--- config.mk ---
export PLATFORM = sky130hd
export DESIGN_NAME = bcd_display_scan
export DESIGN_NICKNAME = d
export VERILOG_FILES = /design/src/rtl/bcd_display_scan.sv
export SDC_FILE = /design/constraint.sdc
export NUM_CORES = 1
export LEC_CHECK = 0
export ABC_AREA = 1
export ABC_CLOCK_PERIOD_IN_PS = 4440
export BUFFER_PORTS_ARGS = -buffer_cell sky130_fd_sc_hd__buf_2
export CORE_UTILIZATION = 50
export CTS_BUF_LIST = sky130_fd_sc_hd__clkbuf_2
export DETAILED_ROUTE_END_ITERATION = 6
export PLACE_DENSITY = 0.8
export SYNTH_ARGS = -nofsm -noshare
export SYNTH_HDL_FRONTEND = slang
export SYNTH_SLANG_ARGS = --single-unit
--- constraint.sdc ---
create_clock -name clk -period 4.44 [get_ports clk]
set_input_delay 0 -clock clk [delete_from_list [all_inputs] [get_ports clk]]
set_output_delay 0 -clock clk [all_outputs]
set_load 0.02 [all_outputs]
--- src/rtl/bcd_display_scan.sv ---
// bcd_display_scan: scans BCD time/date/weekday values onto a 6-digit
// common-anode 7-segment display (active-low an/seg/dp), one digit per slot.
// In the set modes the field being edited blinks.
// Optional build macro: LEADING_ZERO_BLANK_EN (blank a leading zero hour digit
// on the time page).
module bcd_display_scan #(
  parameter int SCAN_DIV  = 50000,
  parameter int BLINK_DIV = 64
) (
  input  logic        clk,
  input  logic        rst,
  input  logic [1:0]  clk_mode,
  input  logic [23:0] time_bcd,
  input  logic [23:0] date_bcd,
  input  logic [2:0]  weekday,
  input  logic        ampm,
  input  logic [1:0]  edit_field,
  output logic [5:0]  an,
  output logic [6:0]  seg,
  output logic        dp
);

  localparam int PW = (SCAN_DIV > 1) ? $clog2(SCAN_DIV) : 1;
  localparam int FW = (BLINK_DIV > 1) ? $clog2(BLINK_DIV) : 1;
  localparam logic [PW-1:0] PRESC_LAST = PW'(SCAN_DIV - 1);
  localparam logic [FW-1:0] FRAME_LAST = FW'(BLINK_DIV - 1);

  logic [PW-1:0] r_presc;
  logic [2:0]    r_digit;
  logic [FW-1:0] r_frame;
  logic          r_blink;
  logic [1:0]    r_prev_mode;
  logic [1:0]    r_prev_field;
  logic [5:0]    r_an;
  logic [6:0]    r_seg;
  logic          r_dp;

  logic          w_presc_tc;
  logic          w_frame_end;
  logic          w_edit_change;
  logic          w_wday_page;
  logic          w_time_page;
  logic [23:0]   w_page_bus;
  logic [3:0]    w_nibble;
  logic [5:0]    w_sel;
  logic          w_blink_on;
  logic [5:0]    w_an_next;
  logic [6:0]    w_seg_next;
  logic          w_dp_next;

  // Active-low 7-segment pattern; non-BCD nibbles show a dash.
  function automatic logic [6:0] f_seg7(input logic [3:0] n);
    case (n)
      4'd0:    f_seg7 = 7'h40;
      4'd1:    f_seg7 = 7'h79;
      4'd2:    f_seg7 = 7'h24;
      4'd3:    f_seg7 = 7'h30;
      4'd4:    f_seg7 = 7'h19;
      4'd5:    f_seg7 = 7'h12;
      4'd6:    f_seg7 = 7'h02;
      4'd7:    f_seg7 = 7'h78;
      4'd8:    f_seg7 = 7'h00;
      4'd9:    f_seg7 = 7'h10;
      default: f_seg7 = 7'h3F;
    endcase
  endfunction

  assign w_presc_tc    = (r_presc == PRESC_LAST);
  assign w_frame_end   = w_presc_tc && (r_digit == 3'd5);
  assign w_edit_change = (clk_mode != r_prev_mode) || (edit_field != r_prev_field);
  assign w_wday_page   = (clk_mode == 2'd3) && (edit_field == 2'd3);
  assign w_time_page   = (clk_mode != 2'd3);
  assign w_page_bus    = w_time_page ? time_bcd : date_bcd;
  assign w_sel         = ~(6'b000001 << r_digit);

  // Pick the nibble for the current digit; digit 0 is the leftmost (MS) nibble.
  always_comb begin
    case (r_digit)
      3'd0:    w_nibble = w_page_bus[23:20];
      3'd1:    w_nibble = w_page_bus[19:16];
      3'd2:    w_nibble = w_page_bus[15:12];
      3'd3:    w_nibble = w_page_bus[11:8];
      3'd4:    w_nibble = w_page_bus[7:4];
      default: w_nibble = w_page_bus[3:0];
    endcase
  end

  // Blank the digit when it belongs to the field under edit during the off phase.
  always_comb begin
    w_blink_on = 1'b0;
    if (r_blink && (clk_mode == 2'd1 || clk_mode == 2'd3)) begin
      if (w_wday_page)
        w_blink_on = (r_digit == 3'd5);
      else if (edit_field != 2'd3)
        w_blink_on = (r_digit[2:1] == edit_field);
    end
  end

  // Next display pattern for the current scan slot.
  always_comb begin
    w_an_next  = 6'h3F;
    w_seg_next = 7'h7F;
    w_dp_next  = 1'b1;
    if (w_wday_page) begin
      if (r_digit == 3'd5) begin
        w_an_next  = w_sel;
        w_seg_next = f_seg7({1'b0, weekday} + 4'd1);
      end
    end else begin
      w_an_next  = w_sel;
      w_seg_next = f_seg7(w_nibble);
      w_dp_next  = ~((r_digit == 3'd1) || (r_digit == 3'd3) ||
                     (w_time_page && (r_digit == 3'd5) && ampm));
`ifdef LEADING_ZERO_BLANK_EN
      if (w_time_page && (r_digit == 3'd0) && (w_nibble == 4'd0))
        w_an_next = 6'h3F;
`endif
    end
    if (w_blink_on)
      w_an_next = 6'h3F;
  end

  // Slot prescaler and digit index; the scan free-runs regardless of inputs.
  always_ff @(posedge clk) begin
    if (!rst) begin
      r_presc <= '0;
      r_digit <= 3'd0;
    end else if (w_presc_tc) begin
      r_presc <= '0;
      r_digit <= (r_digit == 3'd5) ? 3'd0 : r_digit + 3'd1;
    end else begin
      r_presc <= r_presc + 1'b1;
    end
  end

  // Frame counter and blink phase; an edit change restarts them so the field shows at once.
  always_ff @(posedge clk) begin
    if (!rst) begin
      r_frame      <= '0;
      r_blink      <= 1'b0;
      r_prev_mode  <= 2'd0;
      r_prev_field <= 2'd0;
    end else begin
      r_prev_mode  <= clk_mode;
      r_prev_field <= edit_field;
      if (w_edit_change) begin
        r_frame <= '0;
        r_blink <= 1'b0;
      end else if (w_frame_end) begin
        if (r_frame == FRAME_LAST) begin
          r_frame <= '0;
          r_blink <= ~r_blink;
        end else begin
          r_frame <= r_frame + 1'b1;
        end
      end
    end
  end

  // Registered pin drivers, one cycle behind the digit index.
  always_ff @(posedge clk) begin
    if (!rst) begin
      r_an  <= 6'h3F;
      r_seg <= 7'h7F;
      r_dp  <= 1'b1;
    end else begin
      r_an  <= w_an_next;
      r_seg <= w_seg_next;
      r_dp  <= w_dp_next;
    end
  end

  assign an  = r_an;
  assign seg = r_seg;
  assign dp  = r_dp;

endmodule

* Word level (Yosys, flattened, before mapping)
Memories as Yosys holds them, arrays and structs flattened.
Index checks and enable logic that the tools add are counted.
** Word-level totals
- Flip-flop bits (word level) :: 44
- Latch bits :: 0
- Memory bits (writable) :: 0
- Bits in read-only memories :: 224
- Input bits :: 58
- Output and inout port bits :: 14
- Logic and storage cells :: 61
- Memories :: 2
** Memory list
- (no name shown) :: depth 16, bits a word 7, read ports 1, clocked after memory_dff 0, write ports 0, RTL line 53 : case (n)
- (no name shown) :: depth 16, bits a word 7, read ports 1, clocked after memory_dff 0, write ports 0, RTL line 53
** Cells by class
- Add/subtract/negate cells :: 4
- Multiply operators :: 0
- Divide/modulo/power cells :: 0
- Order comparisons :: 0
- Equality and inequality tests :: 15
- Shift operators :: 1
- Mux-type cells :: 11
- Bitwise logic cells :: 4
- Reduce and logical (&&, ||, !) cells :: 15
** Operators with widths (number)
- two-way mux 24 bit :: 1
- case mux 4 bit (5 select lines) :: 1
- two-way mux 6 bit :: 3
- adder 16 x 1 -> 16 bit, second input constant :: 1
- == test 16 bit, second input constant :: 1
- two-way mux 7 bit :: 2
- OR reduction 2 bit :: 4
- adder 6 x 1 -> 6 bit, second input constant :: 1
- == test 3 x 2 -> 1 bit, second input constant :: 2
- == test 3 bit, second input constant :: 2
- == test 6 bit, second input constant :: 1
- NOT 6 bit :: 1
- left shift 1 x 3 -> 6 bit, first input constant :: 1
- logical AND 1 bit :: 5
- adder 3 x 1 -> 4 bit, second input constant :: 1
- == test 2 bit, second input constant :: 2
- logical OR 1 bit :: 4
- inequality test 2 bit :: 2
- inequality test 2 bit, second input constant :: 2
- adder 3 x 1 -> 3 bit, second input constant :: 1
- == test 3 x 1 -> 1 bit, second input constant :: 1
- logical NOT 3 bit :: 1
- two-way mux 1 bit :: 3
- two-way mux 3 bit :: 1
- other kinds (4) :: 6

* Longest topological paths before layout
Gate-level depths: netlist (run 1).
- Depth in word-level cells :: 5
- Mapped depth :: 18
- Mapped depth without buffers :: 17

* Worst setup path before layout (run 1)
OpenSTA, ideal clock, no wires.
- Path type :: flip-flop to flip-flop
- Start point :: register r_digit[2]
- End point :: register r_seg[3], in the netlist seg[3]
- Library setup time :: 113 ps
- Data arrival time :: 1850 ps
- Data required time :: 4327 ps
- Setup slack :: 2477 ps
- Cell stages (with the launch flop) :: 17
- Path buffers :: 0
- Period minus slack after synthesis :: 1963 ps
- Cell sequence :: dfxtp_1 -> inv_2 -> ha_1 -> inv_1 -> nand2_1 -> nor2_2 -> nand2_1 -> nand3_2 -> clkinv_1 -> ha_1 -> inv_1 -> nand3_1 -> nand2_1 -> nand2_1 -> nand2_1 -> nand2_1 -> nand2_1
** Between the ends
- Cells in the longest elaborated chain, start to end :: 4
- Elaborated cells on any way between the ends :: 10
- Classes of those cells :: eq/ne (5); mux (3); reduce/logical (1); memory (1)
** RTL lines
- start: declaration :: RTL line 29 : logic [2:0] r_digit;
- start signal: assignment :: RTL line 130 : r_digit <= (r_digit == 3'd5) ? 3'd0 : r_digit + 3'd1;
- == test 3 bit (tied with other cells) :: RTL line 78 : case (r_digit)
- case mux 4 bit (5 select lines) :: RTL line 78
- memory (16 x 7 bit)
- two-way mux 7 bit (*) :: RTL line 104 : if (w_wday_page) begin
- end signal: assignment :: RTL line 168 : r_seg <= w_seg_next;
- end: declaration :: RTL line 35 : logic [6:0] r_seg;
Mark *: on every way between the ends. The rest lies on a longest branch, timed or not.
A chain may end at the register's enable or synchronous reset.

* Worst setup path in the final report (run 1)
Ends and elaborated chain as after synthesis.

==> flow_summary.toml, run 1 <==
[setup_path]
critPathKind = "register to register"
start_kind = "register"
cp_slowest_cell = "dfxtp_1"
crit_path_cell_trace = "inv_2, ha_1, inv_1, nand2_1, nor2_2, nand2_1, nand3_2, clkinv_1, ha_1, inv_1, nand3_1, nand2_1, nand2_1, nand2_1, nand2_1, nand2_1"
critPathCaptureType = "register"
critPathMostFrequentCell = "nand2_1"
cp.required_ns = 4.77
cpPeakStageDelay_ns = 0.45
cp.arrival_ns = 2.66
crit_path_max_fanout = 7

[layout]
syn_to_final_growth_pct = 17.6
fillCellCount = 503
fin_nets = 576
n_antenna_cell = 0
drive_above_1_share_pct = 19.3
postLayoutCoreUtil_pct = 62.6

[placement]
dp_slack_ns = 2.21
hpwl_mm = 5.15
io_buffers = 71
gp_congestion = 0.925

[yosys]
syn-instance-count = 429
synth_area_per_cell_um2 = 6.50
synth_edf_count = 0
synth_ff_type = "dfxtp_1"
syn_nets = 498
ys_ff_latch = 44
synth_area_leaders = "dfxtp_1, nand2_1, nand3_1"
synthDistinctLibCells = 38
ys_seq_area_share_pct = 31.6
yosys_warnings = 0
synthTopCellsByCount = "nand2_1, inv_1, dfxtp_1, nor2_1, nand3_1"
yosysMostFrequentCell = "nand2_1"
synth_top_area_cell = "dfxtp_1"
synth_area_mm2 = 0.00279
async_flop_share_pct = 0
netlist.area_leader.share_pct = 31.6

[cts]
clkSlewWorstSetupHoldPaths_ns = 0.19
cts_tree = "yes"
cts_resized = 0
cts-root-buf = "clkbuf_2"
cts_sinks = 44
clk_path_buf_depth = 2
worstSkewPairLatency_ns = 0.37
h-tree-depth = 2
numCtsBuffers = 5

[status]
status = "completed"

[sta]
finalCritPeriodShare_pct = 52.4
fin_skew_ns = 0.00894
worst_pin_slew_ns = 0.708
setup_tns_ns = 0
relSlewSlack_pct = 52.5
worst_hold_slack_ns = 0.0617
slew_viol_final = 0
rsz0062_at_grt = "no"
fmax_mhz = 430
setup_viol = 0
worst_slack_ns = 2.11
hold_viol = 0
min_period_ns = 2.33

[power]
power.density_mw_per_mm2 = 216
p_total_mw = 0.708
vdd_drop_max_mv = 0.186
leakagePower_nw = 1.59

[global_route]
overflow = 0
grt_pass1_wl_mm = 10.9
grt_usage_pct = 22.3
grt_max_degree = 28
antenna_found_initial = 0
grt_pass1_vias = 2651

[detailed_routing]
ant_nets = 0
drt_iter0_drc = 175
firstDrtPassIters = 5
wl_mm = 6.50
wl_per_cell_um = 11.3
viasPerCell = 5.13
vias = 2962
drc = 0

[floorplanning]
die_area_mm2 = 0.00588
start_util_pct = 53.3
num_rows = 26
core_mm2 = 0.00524
die_w_um = 76.7
io-pin-count = 72
die_y_um = 76.7

[run]
maxCapViolCount = 0

[hold_path]
hold_class = "primary input to register"
per-layer routing:
layer	GRT usage, %	vias up	share of wire [%]
met2	39.5	82	48
li1	-	1530	-
met1	27.9	1344	46
met3	3.69	6	5.2
met4	5.00	0	0.55
met5	0	-	0
per-stage QoR:
step | area [um2] | cells
3_3_place_gp | 3170 | 562
6_report | 3280 | 577
3_5_place_dp | 3170 | 562
4_1_cts | 3280 | 577
2_1_floorplan | 2790 | 429
5_1_grt | 3280 | 577
registers in the layout, summed over array words and instances (netlist names):
| name | cells |
|---|---|
| r_prev_field | 2 |
| an | 6 |
| r_prev_mode | 2 |
| r_blink | 1 |
| r_presc | 16 |
| r_frame | 6 |
| r_digit | 3 |
| seg | 7 |
| dp | 1 |
kinds of logic (layout without fill, tap and decap cells):
family                     count (synthesis)  count (layout)  synth area share (%)
AOI/OAI and AO/OA                         55              55                  11.1
and+or+nand+nor                          243             243                  38.5
buffers and inverters                     63             141                  9.82
adders and majority gates                 11              11                  4.93
DFF                                       44              44                  31.6
xor gates and xnor gates                  13              13                  4.08
worst paths after layout:
check / from / to / slack (ns) / cells past startpoint
worst min-delay path: weekday[0] / seg[5] / 0.06 / 4
worst max-delay path: r_digit[2] / seg[3] / 2.11 / 16
worst max register to register: r_digit[2] / seg[3] / 2.11 / 16
worst min register to register: r_presc[0] / r_presc[0] / 0.47 / 1
critical path: cells and delay by family (launching register included):
family        cells  cell delay, ns
simple gates     10            0.86
fa+ha+maj         2            0.56
flops             1            0.45
buf+inv           4            0.40
power by group:
| part | internal (mW) | leakage, nW | total (mW) | switching (mW) |
|---|---|---|---|---|
| clock network | 0.0377 | 0.0288 | 0.151 | 0.114 |
| logic | 0.0601 | 1.20 | 0.146 | 0.0861 |
| registers | 0.407 | 0.359 | 0.410 | 0.00353 |
| total | 0.505 | 1.59 | 0.708 | 0.203 |
final cells by class:
class / count / area (um2) / share of cell area (%)
Multi-Input combinational cell: 322 / 1640 / 49.8
Clock inverter: 1 / 5.00 / 0.153
Timing Repair Buffer: 79 / 435 / 13.3
Inverter: 55 / 206 / 6.29
Tap cell: 70 / 87.6 / 2.67
Sequential cell: 44 / 881 / 26.8
Clock buffer: 6 / 30.0 / 0.915
repair_timing:
| action | 4_1_cts | 5_1_grt |
|---|---|---|
| buffers inserted | 0 | 0 |
| hold buffers | 8 | 0 |
| endpoints found under the hold margin | 6 | 0 |
cell usage in the layout, fill, tap and decap left out, types with 2 or more instances in the layout:
cell type	n
nor2_4	2
ha_1	11
dlygate4sd3_1	8
nand3b_1	2
inv_2	5
or2_2	2
nor3_1	5
nand4_1	8
a21oi_1	23
buf_2	71
o211ai_2	2
xnor2_1	4
nand3_2	2
o21ai_1	3
nand2_1	124
nand2_2	2
xor2_1	9
inv_1	49
nor2_2	2
nand3_1	42
nor4_1	2
nor2_1	44
o21ai_0	21
clkbuf_2	6
dfxtp_1	44
Note: power is estimated with default switching activity, not from simulation.
==> run 2: changes to the inputs <==
Settings changed: ABC_CLOCK_PERIOD_IN_PS 4440 to 2070, PLACE_DENSITY 0.8 to 0.83.
Clock period 4.44 ns to 2.07 ns, I/O delays scaled along.
==> flow_summary.toml, run 2 (synthesis results as in run 1) <==
[status]
status = "completed"

[placement]
dp_slack_ns = 0.0639
hpwl_mm = 5.21
io_buffers = 71
gp_congestion = 0.902
dpl.cell_count = 576

[detailed_routing]
vias = 3042
drt_iter0_drc = 121
drc = 0
viasPerCell = 5.15
wl_per_cell_um = 11.4
firstDrtPassIters = 5
wl_mm = 6.75
ant_nets = 0

[global_route]
grt_pass1_vias = 2763
grt_max_degree = 18
antenna_found_initial = 0
grt_usage_pct = 23.6
overflow = 0
grt_pass1_wl_mm = 11.4

[run]
maxCapViolCount = 0

[hold_path]
hold_class = "primary input to register"

[sta]
setup_tns_ns = 0
min_period_ns = 1.90
worst_pin_slew_ns = 0.698
setup_viol = 0
hold_viol = 0
finalCritPeriodShare_pct = 91.8
fin_skew_ns = 0.0107
fmax_mhz = 526
slew_viol_final = 0
worst_slack_ns = 0.170
relSlewSlack_pct = 53.1

[floorplanning]
io-pin-count = 72
die_area_mm2 = 0.00588
start_util_pct = 53.3
die_y_um = 76.7
die_w_um = 76.7
num_rows = 26
core_mm2 = 0.00524

[cts]
cts_sinks = 44
clkSlewWorstSetupHoldPaths_ns = 0.20
worstSkewPairLatency_ns = 0.38
h-tree-depth = 2
clk_path_buf_depth = 2
cts-root-buf = "clkbuf_2"
cts_tree = "yes"
numCtsBuffers = 5

[setup_path]
cp.arrival_ns = 2.21
critPathKind = "register to register"
crit_path_max_fanout = 5
critPathCaptureType = "register"
cp.required_ns = 2.38
start_kind = "register"

[power]
p_comb_share_pct = 21.4
p_switching_mw = 0.443
p_total_mw = 1.53
p_clk_share_pct = 21.3
power.density_mw_per_mm2 = 448
seqPwrFrac_pct = 57.3
vdd_drop_max_mv = 0.294
leakagePower_nw = 1.66
sw_frac_of_total_pct = 28.9
cell_internal_pwr_mw = 1.09

[layout]
largest_reg_flops = 16
n_antenna_cell = 0
drive_above_1_share_pct = 24.6
final_cell_mix = "nand2_1, buf_2, inv_1, nor2_1, nand3_1"
syn_to_final_growth_pct = 22.7
instances_no_fill = 591
fin_nets = 590
final_common_cell = "nand2_1"
largest-register = "r_presc"
==> run 2: cell count changes in the layout (fill, tap and decap cells not counted), moves of 2 or more <==
cell | previous run | this run
inv_2 | 5 | 9
dlygate4sd3_1 | 8 | 6
dfxtp_1 | 44 | 41
dfxtp_2 | 0 | 2
ha_2 | 0 | 2
nand2_2 | 2 | 6
buf_4 | 0 | 15
nand2_1 | 124 | 120
ha_1 | 11 | 8
inv_1 | 49 | 46
==> run 2: area by class of cell <==
class	count	area, um2
flip-flops and latches	44	887
multi-input cells	322	1670
repair buffers	93	539
clock inverters	1	5.00
fillers	447	1810
inverters	55	206
clock buffers	6	30.0
well taps	70	87.6
==> run 2: repair_timing <==
item | 4_1_cts | 5_1_grt
endpoints found under the setup margin | 0 | 6
hold buffers | 6 | 0
resized for setup | 0 | 17
endpoints found under the hold margin | 6 | 0
setup buffers | 0 | 2
==> run 2: metal layers <==
| metal | vias to the layer above | global-route usage [%] | part of all wire, % |
|---|---|---|---|
| met3 | 13 | 4.52 | 5.5 |
| met5 | - | 0 | 0 |
| met1 | 1391 | 28.0 | 44 |
| met4 | 0 | 7.88 | 1.6 |
| met2 | 76 | 42.1 | 49 |
| li1 | 1562 | - | - |
==> run 2: stage by stage <==
| step | hold WS, ns | util [%] | area [um2] |
|---|---|---|---|
| global route | 0.0137 | 65.4 | 3420 |
| detailed placement | 0.237 | 62.4 | 3270 |
| global placement | 0.229 | 62.4 | 3270 |
| CTS | 0.00232 | 64.3 | 3370 |
| floorplan | 0.0935 | - | 2790 |
| finish | 0.0296 | 65.4 | 3420 |
==> run 2: power groups by stage <==
stage,Clock (mW),Combinational [mW],Sequential [mW]
after floorplan,0,0.179,0.918
after global placement,0,0.302,0.898
after detailed placement,0,0.305,0.898
after CTS,0.343,0.315,0.881
after global routing,0.371,0.373,0.883
final,0.327,0.328,0.879
==> run 2: final timing paths <==
kind	start	end	slack (ns)	cells after the start
min	clk_mode[1]	r_prev_mode[1]	0.03	4
max	r_digit[1]	seg[5]	0.17	16
min reg2reg	r_presc[0]	r_presc[0]	0.46	1
max reg2reg	r_digit[1]	seg[5]	0.17	16
==> run 2: worst max-delay path, cell delays in order (launching register included) <==
cell and delay [ns]:
dfxtp_4 0.40, nand2_1 0.07, inv_1 0.04, ha_2 0.17, buf_6 0.12, nand3_1 0.07, nand2_1 0.06, inv_1 0.06
nand2_2 0.06, nor2_4 0.17, inv_2 0.07, ha_2 0.18, nand3b_1 0.14, nand3_1 0.07, nand2_1 0.05, nand2_1 0.06
nand2_1 0.05
